<file path="src/rtl/line_scheduler.sv">
// line_scheduler: per-frame line sequencer (read DMA -> filter kick -> write DMA), one line in flight.
// Optional watchdog compiled in by defining SCHED_TIMEOUT_EN.
module line_scheduler #(
  parameter int unsigned WIDTH       = 1600,
  parameter int unsigned HEIGHT      = 900,
  parameter int unsigned LINE_BYTES  = WIDTH * 4,
  parameter logic [31:0] RD_BASE     = 32'h0000_0000,
  parameter logic [31:0] WR_BASE     = 32'h0100_0000,
  parameter int unsigned TIMEOUT_CYC = 1048576
) (
  input  logic        clk,
  input  logic        rst_n,
  input  logic        start,
  output logic        busy,
  output logic        frame_done,
  output logic        rd_req,
  output logic [31:0] rd_addr,
  input  logic        rd_ack,
  input  logic        rd_done,
  output logic        kick_line,
  output logic [11:0] kick_posy,
  input  logic        proc_done,
  output logic        wr_req,
  output logic [31:0] wr_addr,
  input  logic        wr_ack,
  input  logic        wr_done,
  output logic        error
);

  typedef enum logic [2:0] {
    S_IDLE, S_RD_REQ, S_RD_WAIT, S_KICK, S_PROC_WAIT, S_WR_REQ, S_WR_WAIT, S_DONE
  } state_t;

  localparam logic [11:0] LAST_LINE = 12'(HEIGHT - 1);
  localparam logic [31:0] STRIDE    = 32'(LINE_BYTES);

  if (HEIGHT < 1 || HEIGHT > 4095 || TIMEOUT_CYC < 1 || TIMEOUT_CYC > 2097151) begin : g_bad_param
    $error("line_scheduler: HEIGHT or TIMEOUT_CYC out of range");
  end

  state_t state_r;
  logic   proc_prev_r;
  logic   proc_edge_r;
  logic   timeout_s;

`ifdef SCHED_TIMEOUT_EN
  localparam logic [20:0] WD_LAST = 21'(TIMEOUT_CYC - 1);

  logic [20:0] wd_cnt_r;
  logic        error_r;
  logic        wait_hold_s;

  assign wait_hold_s = (state_r == S_RD_WAIT   && !rd_done)     ||
                       (state_r == S_PROC_WAIT && !proc_edge_r) ||
                       (state_r == S_WR_WAIT   && !wr_done);
  assign timeout_s   = wait_hold_s && (wd_cnt_r == WD_LAST);
  assign error       = error_r;

  // Watchdog: counts stalled wait-state cycles, zero in every other state.
  always_ff @(posedge clk or negedge rst_n) begin
    if (!rst_n) begin
      wd_cnt_r <= 21'd0;
    end else if (wait_hold_s && !timeout_s) begin
      wd_cnt_r <= wd_cnt_r + 21'd1;
    end else begin
      wd_cnt_r <= 21'd0;
    end
  end

  // Sticky error flag, cleared by the next accepted start.
  always_ff @(posedge clk or negedge rst_n) begin
    if (!rst_n) begin
      error_r <= 1'b0;
    end else if (timeout_s) begin
      error_r <= 1'b1;
    end else if (state_r == S_IDLE && start) begin
      error_r <= 1'b0;
    end else begin
      error_r <= error_r;
    end
  end
`else
  assign timeout_s = 1'b0;
  assign error     = 1'b0;
`endif

  // PROC_DONE rising-edge register; edges only count while waiting for the filter.
  always_ff @(posedge clk or negedge rst_n) begin
    if (!rst_n) begin
      proc_prev_r <= 1'b0;
      proc_edge_r <= 1'b0;
    end else begin
      proc_prev_r <= proc_done;
      proc_edge_r <= (state_r == S_PROC_WAIT) && proc_done && !proc_prev_r;
    end
  end

  // Line sequencer FSM with registered outputs.
  always_ff @(posedge clk or negedge rst_n) begin
    if (!rst_n) begin
      state_r    <= S_IDLE;
      busy       <= 1'b0;
      frame_done <= 1'b0;
      rd_req     <= 1'b0;
      rd_addr    <= RD_BASE;
      kick_line  <= 1'b0;
      kick_posy  <= 12'd0;
      wr_req     <= 1'b0;
      wr_addr    <= WR_BASE;
    end else if (timeout_s) begin
      state_r    <= S_IDLE;
      busy       <= 1'b0;
      frame_done <= 1'b0;
      rd_req     <= 1'b0;
      kick_line  <= 1'b0;
      wr_req     <= 1'b0;
    end else begin
      case (state_r)
        S_IDLE: begin
          frame_done <= 1'b0;
          kick_line  <= 1'b0;
          wr_req     <= 1'b0;
          if (start) begin
            state_r   <= S_RD_REQ;
            busy      <= 1'b1;
            rd_req    <= 1'b1;
            kick_posy <= 12'd0;
            rd_addr   <= RD_BASE;
            wr_addr   <= WR_BASE;
          end else begin
            busy   <= 1'b0;
            rd_req <= 1'b0;
          end
        end
        S_RD_REQ: begin
          if (rd_ack) begin
            rd_req  <= 1'b0;
            state_r <= S_RD_WAIT;
          end else begin
            rd_req <= 1'b1;
          end
        end
        S_RD_WAIT: begin
          if (rd_done) begin
            kick_line <= 1'b1;
            state_r   <= S_KICK;
          end else begin
            kick_line <= 1'b0;
          end
        end
        S_KICK: begin
          kick_line <= 1'b0;
          state_r   <= S_PROC_WAIT;
        end
        S_PROC_WAIT: begin
          if (proc_edge_r) begin
            wr_req  <= 1'b1;
            state_r <= S_WR_REQ;
          end else begin
            wr_req <= 1'b0;
          end
        end
        S_WR_REQ: begin
          if (wr_ack) begin
            wr_req  <= 1'b0;
            state_r <= S_WR_WAIT;
          end else begin
            wr_req <= 1'b1;
          end
        end
        S_WR_WAIT: begin
          if (wr_done && kick_posy == LAST_LINE) begin
            frame_done <= 1'b1;
            busy       <= 1'b0;
            state_r    <= S_DONE;
          end else if (wr_done) begin
            kick_posy <= kick_posy + 12'd1;
            rd_addr   <= rd_addr + STRIDE;
            wr_addr   <= wr_addr + STRIDE;
            rd_req    <= 1'b1;
            state_r   <= S_RD_REQ;
          end else begin
            state_r <= S_WR_WAIT;
          end
        end
        S_DONE: begin
          frame_done <= 1'b0;
          busy       <= 1'b0;
          state_r    <= S_IDLE;
        end
        default: begin
          state_r    <= S_IDLE;
          busy       <= 1'b0;
          frame_done <= 1'b0;
          rd_req     <= 1'b0;
          kick_line  <= 1'b0;
          wr_req     <= 1'b0;
        end
      endcase
    end
  end

endmodule

</file>
<file path="config.mk">
export PLATFORM = sky130hd
export DESIGN_NAME = line_scheduler
export DESIGN_NICKNAME = d
export VERILOG_FILES = /design/src/rtl/line_scheduler.sv
export SDC_FILE = /design/constraint.sdc
export NUM_CORES = 1
export LEC_CHECK = 0
export CORE_MARGIN = 2
export CORE_UTILIZATION = 30
export CTS_BUF_LIST = sky130_fd_sc_hd__clkbuf_16
export CTS_CLUSTER_DIAMETER = 150
export DETAILED_ROUTE_END_ITERATION = 6
export PLACE_DENSITY_LB_ADDON = 0.15
export SYNTH_ARGS = -nofsm -noshare
export SYNTH_HDL_FRONTEND = slang
export SYNTH_SLANG_ARGS = --single-unit
export TNS_END_PERCENT = 50
</file>
<file path="constraint.sdc">
create_clock -name clk -period 2.61 [get_ports clk]
set_input_delay 0.3915 -clock clk [delete_from_list [all_inputs] [get_ports clk]]
set_output_delay 0.3915 -clock clk [all_outputs]
set_load 0.02 [all_outputs]
</file>
After elaboration in Yosys (flattened, before gate mapping)
Cells that the tools add are included.
{"block": "totals", "ff_bits": 86, "in_bits": 8, "output_inout_bits": 82, "elab_cells": 82}
{"block": "classes", "addsub": 3, "n_eq_ne": 16, "n_mux": 34, "reduce_logical": 18}
{"cell": "$mux W32", "n": 6}
{"cell": "$pmux W32 S2", "n": 2}
{"cell": "$add A32 B13 Y32 const B", "n": 2}
{"cell": "$mux W12", "n": 3}
{"cell": "$pmux W12 S2", "n": 1}
{"cell": "$pmux W3 S8", "n": 1}
{"cell": "$mux W3", "n": 7}
{"cell": "$ne A2 B2 Y1 const B", "n": 8}
{"cell": "$add A12 B1 Y12 const B", "n": 1}
{"cell": "$eq A12 B10 Y1 const B", "n": 1}
{"cell": "$eq A3 B3 Y1 const B", "n": 4}
{"cell": "$mux W1", "n": 9}
{"cell": "$pmux W1 S3", "n": 3}
{"cell": "$reduce_bool A3 Y1", "n": 3}
{"cell": "$eq A3 B2 Y1 const B", "n": 2}
{"cell": "$reduce_bool A2 Y1", "n": 3}
{"cell": "$reduce_and A5 Y1", "n": 1}
{"cell": "$pmux W1 S2", "n": 2}
{"cell": "$reduce_and A2 Y1", "n": 2}
{"cell": "$reduce_and A4 Y1", "n": 1}
{"cell": "$reduce_or A2 Y1", "n": 2}
{"cell": "$eq A3 B1 Y1 const B", "n": 1}
{"cell": "$logic_and A1 B1 Y1", "n": 3}
{"cell": "$logic_not A3 Y1", "n": 1}
{"cell": "2 further kinds", "n": 2}

Logic depth before layout (Yosys ltp)
{"block": "logic_depth", "depth_word": 4, "depth_mapped": 9, "ltp_nobuf": 6}

Worst setup path after synthesis
No wires, ideal clock.
{"block": "synth_timing", "kind": "register to register", "start": "register kick_posy[2]", "end": "register kick_posy[10]", "setup_time_ns": 0.132, "t_arrival_ns": 1.855, "t_required_ns": 2.478, "path_slack_ns": 0.623, "path_stages_with_launch": 8, "n_path_buf": 2, "synth_period_minus_slack_ns": 1.987, "path_cell_list": "dfrtp_1 or4_4 o31ai_2 buf_6 buf_4 nor3_1 xnor2_1 nor2_1"}
{"block": "synth_between", "elab_chain_len": 4, "elab_cells_between_ends": 8, "cone_classes": "add/sub: 1; eq/ne: 2; mux: 3; reduce/logical: 2"}
{"item": "from (decl)", "line": "21", "text": "output logic [11:0] kick_posy,"}
{"item": "from (signal assigned)", "line": "177", "text": "kick_posy <= kick_posy + 12'd1;"}
{"item": "$add A12 B1 Y12 / $eq A12 B10 Y1 (equally long branches)", "line": "177, 172"}
{"item": "$mux W12 / $logic_and A1 B1 Y1 (equally long branches)", "line": "176, 172"}
{"item": "$mux W12 / $ne A2 B2 Y1 (equally long branches)"}
{"item": "$pmux W12 S2 / $reduce_and A4 Y1 (equally long branches)"}
Several ways; a longest one is shown, not always the timed one. The select of a mux whose other input is x is not followed.
A chain may end at the register's enable or synchronous reset.

Final worst setup path
{"block": "layout_timing", "start": "register kick_posy[0]", "end": "register kick_posy[1]"}
The elaborated chain is that of the path after synthesis.

==> summary.txt <==
Place
  • Dpl ws: 0.177 ns
  • Dpl cell area: 4630 um^2
  • Detail Placement HPWL: 6.75 mm
  • GPL Wtd Cong: 0.776
  • # port buffers: 72

Cells and area
  • Fin nets: 488
  • FILL cells: 1,236
  • Synthesis-to-finish area growth: 30.3%
  • # diodes: 0
  • Final instance area: 4890 um^2
  • Share of layout cells above drive strength 1: 0.0728

Critical path
  • Cells on worst reg2reg path: 6
  • Worst r2r src: kick_posy[0]$_DFFE_PN0P_
  • Reg-to-reg slack, setup: 0.34 ns
  • Crit path capture type: flip-flop
  • Crit-path max FO: 9
  • Reg2reg end: kick_posy[1]$_DFFE_PN0P_
  • Crit path from: kick_posy[0]$_DFFE_PN0P_
  • Worst Path Required: 2.81 ns
  • WP data arrival: 2.46 ns
  • Crit start category: flip-flop
  • Critical path class: reg2reg

Clock tree
  • CTS buffer count: 9
  • TritonCTS clock tree: built
  • Clock tree buffer depth: 2
  • H-tree depth: 3
  • Clk Latency, worst-skew pair: 0.33 ns
  • CTS resizes: 0
  • Worst-path clk slew: 0.05 ns
  • Sink Count: 70
  • Clock root buffer: clkbuf_16

Synth
  • Mean Syn Cell Area: 9.38 um^2
  • Seq/Total Area, Yosys: 0.467
  • Dominant synthesized flop cell: dfrtp_1
  • Top post-synthesis cells by area: dfrtp_1, xnor2_1, nor2_1
  • XOR/XNOR share of the synthesized area: 0.0863
  • Seq cells post-synth: 70
  • Ys Warns: 0
  • Post-synth top area share: 0.460
  • Largest family of logic cells by synthesized area: simple AND/OR/NAND/NOR gates
  • Post-synth EDFFs: 0
  • Synth Area in Adders: 0.0100
  • Commonest cells post-synth: dfrtp_1, nor2_1, nand2_1
  • Yosys cell types: 52
  • Cell taking the most area after synthesis: dfrtp_1
  • Post-Syn Instances: 400
  • Post-synthesis compound-gate area fraction: 0.123
  • Most common cell in the netlist: dfrtp_1
  • Post-Syn Area: 3750 um^2
  • Area share of and/or/nand/nor cells after synthesis: 0.236
  • Mux share of post-synthesis cell area: 0.00867
  • Async SR Flop Fraction: 1.00

Min path
  • Hold path depth: 1
  • Hold Crit Class: reg2reg
  • HP Start: proc_prev_r$_DFF_PN0_
  • WHS Endpoint: proc_edge_r$_DFF_PN0_

Floorplanning
  • Die Footprint: 13,400 um^2
  • Ports: 90
  • Die W: 116 um
  • Core area: 12,100 um^2
  • Chip height: 116 um
  • # rows: 40
  • Starting Density: 0.310

STA
  • Final TNS setup: 0 ns
  • Fin. Hold Viols: 0
  • Final setup viols: 0
  • RSZ-0062 raised after global routing: false
  • WHS: 0.405 ns
  • Min Clock Period, post-route: 2.27 ns
  • Fin crit share: 0.869
  • Max-slew violations: 0
  • Max Clock Freq: 441 MHz
  • Final WS setup: 0.343 ns
  • Setup Skew: 0.00385 ns

Global routing
  • Number of global-route vias before repair: 3,120
  • Tot GR Track Use: 0.152
  • Pin count of the biggest net entering global routing: 57
  • First-pass GRT wire length: 15.9 mm
  • GR Overflow Total: 0
  • Antenna violations before repair: 0

Route
  • Via count: 3,141
  • Post-route ant nets: 0
  • Initial DRT Pass Iterations: 4
  • Avg WL per Cell: 14.7 um
  • Post-route DRC: 0
  • Via/cell ratio: 4.84
  • Drt total wl: 9.54 mm
  • Detailed Route Iter0 Violations: 158

Power
  • Peak supply drop: 297 uV
  • Leak pwr: 1.96 nW
  • PD cells: 692 nW/um^2

Job
  • Max-cap violations: 0

Run status
  • Status: finished clean
-- registers in the layout (all words and copies together), names as in the netlist --
signal / cells
proc_prev_r: 1
busy: 1
kick_posy: 12
rd_addr: 24
proc_edge_r: 1
kick_line: 1
state_r: 3
wr_req: 1
wr_addr: 24
rd_req: 1
frame_done: 1
-- through the flow --
stage	cells	total power [mW]	util
floorplan	416	1.95	-
detailed placement	633	2.36	0.382
finish	649	3.38	0.404
CTS	649	3.43	0.404
global route	649	3.60	0.404
global placement	633	2.35	0.382
-- per-layer routing --
layer	wire [um]	track usage
met4	85	0.0381
met5	0	0
met1	4510	0.199
met2	4490	0.248
met3	445	0.0439
-- worst max-delay path: stages (launching register included) --
cell     delay, ns
dfrtp_1       0.46
ha_1          0.29
nand4_1       0.28
o31a_4        0.49
buf_4         0.19
nor2_2        0.27
o21ai_0       0.15
-- how the worst max path moves through the flow --
stage / end / slack, ns
5_1_grt: rd_addr[8]$_DFFE_PN0P_ / 0.12
2_1_floorplan: kick_posy[10]$_DFFE_PN0P_ / 0.62
3_3_place_gp: rd_addr[30]$_DFFE_PN0P_ / 0.23
6_report: kick_posy[1]$_DFFE_PN0P_ / 0.34
4_1_cts: kick_posy[1]$_DFFE_PN0P_ / 0.32
3_5_place_dp: rd_addr[27]$_DFFE_PN0P_ / 0.18
-- cell families (layout without fill, tap and decap cells) --
logic type                 count (synthesis)  count (layout)
adders and majority gates                  3               3
and+or+nand+nor                          177             177
other                                      1              17
xor gates and xnor gates                  37              37
DFF                                       70              70
buffers and inverters                     42             107
AOI/OAI and AO/OA                         68              68
muxes                                      2               2
-- power by group --
group,internal [mW],switching (mW)
clock network,0.618,0.434
logic,0.381,0.602
registers,1.19,0.158
-- layout make-up --
class | count | area [um^2] | share of cell area
repair buffers | 84 | 833 | 0.170
multi-input cells | 304 | 1810 | 0.371
clock buffers | 9 | 225 | 0.0461
flip-flops and latches | 70 | 1750 | 0.358
clock inverters | 6 | 23.8 | 0.00486
inverters | 8 | 30.0 | 0.00614
well taps | 168 | 210 | 0.0430
-- what timing repair did --
item                      4_1_cts  5_1_grt
hold buffers                    1        0
hold endpoints to repair       14        0
buffers inserted                0        0
-- cell usage in the layout (no fill, tap or decap), types with 6 or more instances in the layout --
| master | instances |
|---|---|
| nand3_1 | 26 |
| nand4_1 | 9 |
| inv_1 | 11 |
| xnor2_1 | 30 |
| clkbuf_16 | 9 |
| buf_4 | 9 |
| o21ai_0 | 26 |
| and3_1 | 7 |
| xor2_1 | 7 |
| nor4_1 | 6 |
| nand2_1 | 38 |
| clkdlybuf4s50_1 | 71 |
| nor2_1 | 48 |
| nor3_1 | 13 |
| or3_1 | 7 |
| a21oi_1 | 12 |
| conb_1 | 17 |
| dfrtp_1 | 69 |
No activity file was read; power rests on OpenSTA's default activity.
